## src/rtl/alu_src_a_stage.sv

```systemverilog
// Registered operand-A selector for the multicycle ALU: source / zero / illegal decode into a
// one-entry valid/ready output register. Optional forwarding path under `ALU_SRC_A_BYPASS_EN`.
module alu_src_a_stage #(
    parameter int DATA_W  = 32,
    parameter int NUM_SRC = 2,
    parameter int SEL_W   = 2
) (
    input  logic                      clk,
    input  logic                      reset,
    input  logic [SEL_W-1:0]          sel,
    input  logic [NUM_SRC*DATA_W-1:0] src_bus,
    input  logic                      in_valid,
    output logic                      in_ready,
    output logic [DATA_W-1:0]         out_data,
    output logic                      out_valid,
    input  logic                      out_ready,
    output logic                      illegal_sel,
    output logic [7:0]                err_count,
    input  logic                      clear_err
`ifdef ALU_SRC_A_BYPASS_EN
   ,input  logic                      fwd_en,
    input  logic [DATA_W-1:0]         fwd_data
`endif
);

    // The select code one past the last source is the constant-zero code.
    localparam logic [SEL_W-1:0] ZERO_CODE = SEL_W'(NUM_SRC);

    typedef enum logic {
        S_EMPTY = 1'b0,
        S_FULL  = 1'b1
    } state_t;

    state_t              r_state;
    state_t              w_state_nxt;
    logic [DATA_W-1:0]   r_data;
    logic                r_illegal;
    logic [7:0]          r_err_cnt;

    logic                w_accept;
    logic                w_src_legal;
    logic                w_illegal;
    logic [DATA_W-1:0]   w_src_word;
    logic [DATA_W-1:0]   w_cap_data;
    logic [7:0]          w_err_inc;

    assign in_ready    = (r_state == S_EMPTY) || out_ready;
    assign w_accept    = in_valid && in_ready;
    assign w_src_legal = (sel < ZERO_CODE);
    assign w_illegal   = (sel > ZERO_CODE);

    always_comb begin
        w_src_word = '0;
        for (int i = 0; i < NUM_SRC; i++) begin
            if (sel == SEL_W'(i))
                w_src_word = src_bus[i*DATA_W +: DATA_W];
        end
    end

    // Zero and illegal codes both capture 0; forwarding only overrides a real source.
    always_comb begin
        w_cap_data = '0;
        if (w_src_legal) begin
`ifdef ALU_SRC_A_BYPASS_EN
            w_cap_data = fwd_en ? fwd_data : w_src_word;
`else
            w_cap_data = w_src_word;
`endif
        end
    end

    always_comb begin
        w_state_nxt = r_state;
        case (r_state)
            S_EMPTY: if (w_accept) w_state_nxt = S_FULL;
            S_FULL: begin
                if (w_accept)       w_state_nxt = S_FULL;
                else if (out_ready) w_state_nxt = S_EMPTY;
            end
            default: w_state_nxt = S_EMPTY;
        endcase
    end

    always_ff @(posedge clk or posedge reset) begin
        if (reset) r_state <= S_EMPTY;
        else       r_state <= w_state_nxt;
    end

    // out_data is intentionally not cleared on drain; it only changes on accept.
    always_ff @(posedge clk or posedge reset) begin
        if (reset)         r_data <= '0;
        else if (w_accept) r_data <= w_cap_data;
    end

    assign w_err_inc = (r_err_cnt == 8'hFF) ? 8'hFF : r_err_cnt + 8'd1;

    // A same-cycle illegal accept wins over clear_err, restarting the count at 1.
    always_ff @(posedge clk or posedge reset) begin
        if (reset) begin
            r_illegal <= 1'b0;
            r_err_cnt <= 8'd0;
        end else if (w_accept && w_illegal) begin
            r_illegal <= 1'b1;
            r_err_cnt <= clear_err ? 8'd1 : w_err_inc;
        end else if (clear_err) begin
            r_illegal <= 1'b0;
            r_err_cnt <= 8'd0;
        end
    end

    assign out_valid   = (r_state == S_FULL);
    assign out_data    = r_data;
    assign illegal_sel = r_illegal;
    assign err_count   = r_err_cnt;

endmodule

```

## config.mk

```make
export PLATFORM = sky130hd
export DESIGN_NAME = alu_src_a_stage
export DESIGN_NICKNAME = d
export VERILOG_FILES = /design/src/rtl/alu_src_a_stage.sv
export SDC_FILE = /design/constraint.sdc
export NUM_CORES = 1
export LEC_CHECK = 0
export ABC_AREA = 1
export CELL_PAD_IN_SITES_DETAIL_PLACEMENT = 0
export CELL_PAD_IN_SITES_GLOBAL_PLACEMENT = 1
export CORE_ASPECT_RATIO = 1.2
export CORE_MARGIN = 1
export CORE_UTILIZATION = 29
export CTS_CLUSTER_DIAMETER = 100
export DETAILED_ROUTE_END_ITERATION = 10
export PLACE_DENSITY = 0.86
export SLEW_MARGIN = 20
export SYNTH_ARGS = -nofsm -noshare
export SYNTH_HDL_FRONTEND = slang
export SYNTH_SLANG_ARGS = --single-unit
```

## constraint.sdc

```tcl
create_clock -name clk -period 3.6 [get_ports clk]
set_input_delay 0.9 -clock clk [delete_from_list [all_inputs] [get_ports clk]]
set_output_delay 0.9 -clock clk [all_outputs]
set_load 0.1 [all_outputs]
```

### After elaboration in Yosys (flattened, before gate mapping)

Cells that the tools add are included.

* logic and storage cells: 28
* output and inout port bits: 43
* register bits after elaboration: 42
* bits of input ports: 71

* mux-type cells: 13
* add/sub/neg operators: 1
* reduce and logical (&&, ||, !) cells: 5
* bitwise logic cells: 1
* $lt $le $gt $ge: 2
* equality and inequality tests: 2

Operators with widths (count)
* $mux 32: 3
* $mux 8: 4
* $add 8x1->8 const B: 1
* $eq 8x8->1 const B: 1
* $mux 1: 5
* $eq 2x1->1 const B: 1
* $gt 2x2->1 const B: 1
* $logic_and 1x1->1: 2
* $logic_not 2->1: 1
* $lt 2x2->1 const B: 1
* $pmux 1 s2: 1
* $reduce_bool 2->1: 1
* $logic_or 1x1->1: 1
* $not 1->1: 1

### Depth between registers and ports, before layout

Gate-level depths: netlist of run 1.

* depth in word-level cells: 5
* gate-level depth with buffers: 7
* mapped depth without buffers: 7

### Worst setup path before layout of run 1

No wires, ideal clock.

* path type: register to output
* from: register r_state (netlist: out_valid)
* to: output port in_ready
* buffers on the path: 0
* cell stages (with the launch flop): 2
* required time: 2700 ps
* arrival time: 1800 ps
* path slack: 900 ps
* cells stage by stage: dfrtp_1 -> nand2_1

* cells in the longest elaborated chain, start to end: 2

Ends and longest elaborated chain
* start, declared: RTL line 34 `state_t r_state;`
* start signal, assigned: RTL line 86 `else r_state <= w_state_nxt;`
* $not 1->1
* $logic_or 1x1->1: RTL line 47 `assign in_ready = (r_state == S_EMPTY) || out_ready;`
* end, declared: RTL line 13 `output logic in_ready,`

Every way passes these cells.

### Worst setup path after layout of run 1

* from: input port out_ready
* to: output port in_ready

* cells in the longest elaborated chain, start to end: 1

Ends and longest elaborated chain
* start, declared: RTL line 16 `input logic out_ready,`
* $logic_or 1x1->1: RTL line 47

Every way passes these cells.

==> flow_summary_export.csv, run 1 <==
group,metric,value,unit
clocking,cts_tree,"yes",
clocking,cts.hold.buffers_added,0,
finish,syn_to_final_growth,55.1,%
logic_synthesis,ys_ff_latch,42,
place,dp_hpwl,4310,um
logic_synthesis,synth.avg_cell_area,8.02,um^2
global_route,grt_pass1_vias,2150,
critical_path,worstPathRequired,2700,ps
drt,drt_first_pass_iters,4,
critical_path,crit_type,"input pin to output pin",
logic_synthesis,synth_area_leader_cell,"dfrtp_1",
drt,initialDrtViolationCount,82,
clocking,root_buffer,"clkbuf_8",
critical_path,r2r-start,"out_valid",
logic_synthesis,synth_area,0.00212,mm^2
critical_path,rrSetupSlack,2140,ps
clocking,cts_resized,0,
sta,fmax,368,MHz
clocking,h-tree-depth,2,
finish,drive_gt1_share,13.5,%
global_route,gr-total-overflow,0,
global_route,track_usage,16.9,%
floorplan,io-pin-count,114,
sta,tightestPinTransition,971,ps
clocking,post_cts_buffers,0,
sta,holdWs,508,ps
finish,n_antenna_cell,0,
logic_synthesis,synth_warnings,0,
finish,final_common_cell,"clkdlybuf4s50_1",
sta,skew,6.45,ps
logic_synthesis,postSynthCellCount,265,
worst_hold_path,hp-start,"illegal_sel",
finish,final_util,47.2,%
job,maxCapViolCount,0,
floorplan,initial_utilization,30.4,%
worst_hold_path,hold_end,"illegal_sel",
drt,viasPerCell,4.86,
drt,drt_wl_total,6060,um
floorplan,die_w,80.1,um
clocking,clock-sinks,42,
clocking,cts_made_buffers,5,
pwr,power.leakage,1.43,nW
worst_hold_path,min_delay_path_depth,2,
place,place_area,0.00322,mm^2
critical_path,path_max_fanout,3,
sta,hold_viol,0,
sta,max-slew-margin-rel,35.1,%
critical_path,r2r_end,"out_data[2]",
pwr,powerDensity,474,mW/mm^2
finish,fin_nets,442,
floorplan,rows,33,
logic_synthesis,ys_seq_area_share,49.5,%
clocking,path_clk_slew,80,ps
critical_path,worstPathArrival,1820,ps
sta,finalSetupViolCount,0,
global_route,grt_max_degree,65,
critical_path,end_kind,"output pin",
pwr,vdd.ir_drop.worst,0.000211,V
logic_synthesis,synthTopCellsByArea,"dfrtp_1 (49%), nand3_1 (17%), a31oi_1 (9.4%), nand2_1 (7.1%), nor2_1 (6.5%)",
status,outcome,"finished clean",
sta,rsz0062_at_grt,"false",
drt,via_count,2220,
sta,period_share,75.5,%
critical_path,rr_worst_depth,4,
finish,layout_common_cells,"clkdlybuf4s50_1 (77), nand3_1 (71), dfrtp_1 (42)",
worst_hold_path,min_path_type,"register to register",
sta,layout_min_cycle_time,2720,ps
floorplan,die-area,0.00767,mm^2
logic_synthesis,synth_top_area_share,49.5,%
floorplan,die_y,95.8,um
place,gp_congestion,0.804,
floorplan,core,0.00698,mm^2
drt,antenna_left,0,
drt,drc,0,
clocking,insertion_delay,280,ps
sta,slew_viol_final,0,
drt,routedWlPerCell,13.3,um
place,numPortBuffers,113,
critical_path,worst_setup_path_start_kind,"input pin",
logic_synthesis,syn_nets,337,
global_route,antenna_found_initial,0,
sta,fin_tns_setup,0,ps
clocking,clockBufferDepth,2,
logic_synthesis,synth_cell_types,18,
finish,fin_area,0.00329,mm^2
global_route,grt_pass1_wl,10100,um
## state kept, by name, indices dropped and copies added, names as in the netlist
| signal | count |
|---|---|
| err_count | 8 |
| out_valid | 1 |
| illegal_sel | 1 |
| out_data | 32 |
## how the worst max path moves through the flow
| stage | from | endpoint | cells after the start | slack (ps) |
|---|---|---|---|---|
| after global routing | out_ready | in_ready | 4 | 840 |
| after CTS | out_ready | in_ready | 4 | 880 |
| after global placement | out_ready | in_ready | 4 | 890 |
| after floorplan | out_valid | in_ready | 1 | 900 |
| final | out_ready | in_ready | 4 | 880 |
| after detailed placement | out_ready | in_ready | 4 | 880 |
## metal layers
layer / track usage, % / vias up / part of all wire [%]
met5: 0 / - / 0
met1: 20.4 / 1023 / 42
met3: 3.60 / 2 / 5.2
met2: 30.2 / 72 / 52
met4: 4.46 / 0 / 0.56
li1: - / 1123 / -
## cells in the mapped netlist, drive strengths merged
| library cell | count |
|---|---|
| xnor2 | 1 |
| nand2 | 40 |
| nand3 | 71 |
| o21bai | 2 |
| a31oi | 32 |
| clkbuf | 7 |
| ha | 1 |
| xor2 | 2 |
| o21ai | 2 |
| nor3 | 1 |
| nand4 | 1 |
| dfrtp | 42 |
| nor2 | 38 |
| a21oi | 1 |
| inv | 12 |
| buf | 12 |
## power breakdown
group | internal [W] | switching [W] | total (W)
clock | 0.000134 | 0.000151 | 0.000285
combinational | 0.000184 | 0.000534 | 0.000718
sequential | 0.000526 | 0.0000320 | 0.000558
## per-stage QoR
| stage | instances | power (W) | setup slack [ps] |
|---|---|---|---|
| after floorplan | 265 | 0.00108 | 900 |
| after global placement | 450 | 0.00129 | 890 |
| after detailed placement | 450 | 0.00129 | 882 |
| after CTS | 457 | 0.00158 | 880 |
| after global routing | 457 | 0.00163 | 842 |
| final | 457 | 0.00156 | 883 |
## final cells by class
cell class	count	area (um^2)
repair buffers	117	1070
flip-flops and latches	42	1050
well taps	87	109
inverters	12	45.0
fillers	720	3680
clock buffers	7	76.3
multi-input cells	192	942
## worst max-delay path: stages
cell and delay (ps):
clkdlybuf4s50_1 450, inv_1 60, nand2_1 100, buf_4 300
## kinds of logic (layout without fill, tap and decap cells)
family                     Yosys count  count (layout)  synth area share (%)
buffers and inverters               31             136                  6.18
DFF                                 42              42                  49.5
AOI/OAI and AO/OA                   37              37                  11.4
and+or+nand+nor                    151             151                  31.2
adders and majority gates            1               1                 0.589
xor gates and xnor gates             3               3                  1.24
(Power assumes the default switching activity.)
==> inputs of run 2 (changes only) <==
--- a/config.mk
+++ b/config.mk
@@ -10,10 +10,10 @@
 export CELL_PAD_IN_SITES_GLOBAL_PLACEMENT = 1
 export CORE_ASPECT_RATIO = 1.2
 export CORE_MARGIN = 1
-export CORE_UTILIZATION = 29
+export CORE_UTILIZATION = 27
 export CTS_CLUSTER_DIAMETER = 100
 export DETAILED_ROUTE_END_ITERATION = 10
-export PLACE_DENSITY = 0.86
+export PLACE_DENSITY = 0.81
 export SLEW_MARGIN = 20
 export SYNTH_ARGS = -nofsm -noshare
 export SYNTH_HDL_FRONTEND = slang
==> constraint.sdc (replaced) <==
create_clock -name clk -period 2.6 [get_ports clk]
set_input_delay 0.65 -clock clk [delete_from_list [all_inputs] [get_ports clk]]
set_output_delay 0.65 -clock clk [all_outputs]
set_load 0.1 [all_outputs]
==> flow_summary_export.csv, run 2 (synthesis gave the netlist of run 1 again) <==
group,metric,value,unit
drt,antenna_left,0,
global_route,grtUsageMet1,19.7,%
place,dp_hpwl,4560,um
sta,max-slew-margin-rel,64.2,%
floorplan,io-pin-count,114,
sta,hold_viol,0,
global_route,gr-total-overflow,0,
pwr,vdd.ir_drop.worst,0.000358,V
clocking,post_cts_buffers,0,
status,outcome,"finished clean",
sta,fmax,471,MHz
place,numPortBuffers,113,
drt,initialDrtViolationCount,84,
drt,drt_first_pass_iters,4,
finish,n_antenna_cell,0,
critical_path,worst_setup_path_start_kind,"input pin",
finish,final_common_cell,"nand3_1",
pwr,power.leakage,1.47,nW
finish,syn_to_final_growth,58.2,%
global_route,met3_usage,3.49,%
floorplan,rows,35,
finish,largest_reg_flops,32,
critical_path,path_max_fanout,3,
critical_path,worstPathArrival,1470,ps
global_route,grt_max_degree,65,
floorplan,die_y,99.2,um
global_route,use_met2,28.4,%
place,dp.cells,458,
sta,slew_viol_final,0,
drt,viasPerCell,4.81,
global_route,grt_pass1_vias,2203,
floorplan,core,0.00766,mm^2
place,gp_congestion,0.784,
sta,finalSetupViolCount,0,
clocking,clock-sinks,42,
sta,tightestPinTransition,537,ps
drt,routedWlPerCell,13.6,um
floorplan,die-area,0.00823,mm^2
clocking,insertion_delay,290,ps
global_route,grt_pass1_wl,10600,um
drt,drc,0,
clocking,cts_resized,0,
worst_hold_path,min_path_type,"register to register",
job,maxCapViolCount,0,
global_route,antenna_found_initial,0,
critical_path,end_kind,"output pin",
sta,period_share,81.7,%
critical_path,crit_type,"input pin to output pin",
floorplan,die_w,83.0,um
drt,via_count,2241,
finish,drive_gt1_share,16.8,%
sta,rsz0062_at_grt,"false",
sta,skew,5.42,ps
clocking,path_clk_slew,80,ps
sta,fin_tns_setup,0,ps
floorplan,initial_utilization,27.7,%
clocking,cts_made_buffers,5,
global_route,grt-busiest-layer,"met2",
global_route,track_usage,15.9,%
finish,layout_common_cells,"nand3_1 (71), clkdlybuf4s50_1 (70), buf_4 (47)",
clocking,cts.hold.buffers_added,0,
pwr,powerDensity,659,mW/mm^2
critical_path,worstPathRequired,1950,ps
clocking,clockBufferDepth,2,
drt,drt_wl_total,6320,um
clocking,cts_tree,"yes",
clocking,root_buffer,"clkbuf_8",
sta,layout_min_cycle_time,2120,ps
finish,fin_cells,466,
finish,fin_nets,445,
clocking,h-tree-depth,2,
run 2: changes by cell type in the layout (fill, tap and decap cells not counted):
cell / delta
buf_12: +3
buf_4: +7
clkbuf_1: -1
clkbuf_8: +1
clkdlybuf4s50_1: -7
clkinv_2: +1
nand2_1: -1
nand2_2: +1
run 2: worst max-delay path, cell delays in order:
cell	delay, ps
clkdlybuf4s50_1	450
inv_1	80
nand2_2	110
buf_12	180
run 2: area by class of cell:
cell class | instances | area, um^2
clock buffer | 7 | 86.3
fill | 767 | 4300
timing repair buffer | 120 | 1110
inverter | 12 | 45.0
clock inverter | 1 | 5.00
multi-input combinational | 192 | 945
tap | 92 | 115
sequential | 42 | 1050
run 2: path summary, 6_finish.rpt:
path	from	to	slack, ps	cells past startpoint
max	out_ready	in_ready	480	4
min	illegal_sel	illegal_sel	520	2
max reg2reg	err_count[0]	err_count[0]	1170	7
min reg2reg	illegal_sel	illegal_sel	520	2
max in group asynchronous	reset	out_data[20]	1320	3
min in group asynchronous	reset	err_count[0]	710	2
run 2: per-stage QoR:
| step | setup slack, ps | instance area, um^2 | hold WS [ps] | power (W) | util, % |
|---|---|---|---|---|---|
| 6_report | 476 | 3360 | 523 | 0.00221 | 43.9 |
| 5_1_grt | 452 | 3360 | 570 | 0.00231 | 43.9 |
| 4_1_cts | 468 | 3360 | 537 | 0.00224 | 43.9 |
| 3_5_place_dp | 418 | 3270 | 515 | 0.00180 | 42.7 |
| 3_3_place_gp | 407 | 3270 | 484 | 0.00179 | 42.7 |
| 2_1_floorplan | 314 | 2130 | 761 | 0.00150 | - |
run 2: metal layers:
| layer | routed length [um] | vias up |
|---|---|---|
| li1 | - | 1132 |
| met1 | 2730 | 1041 |
| met2 | 3250 | 63 |
| met3 | 275 | 5 |
| met4 | 57 | 0 |
| met5 | 0 | - |
run 2: power by group:
group	switching, W	internal, W	total, W
sequential	0.0000473	0.000728	0.000776
combinational	0.000742	0.000260	0.00100
clock	0.000223	0.000215	0.000437
total	0.00101	0.00120	0.00221
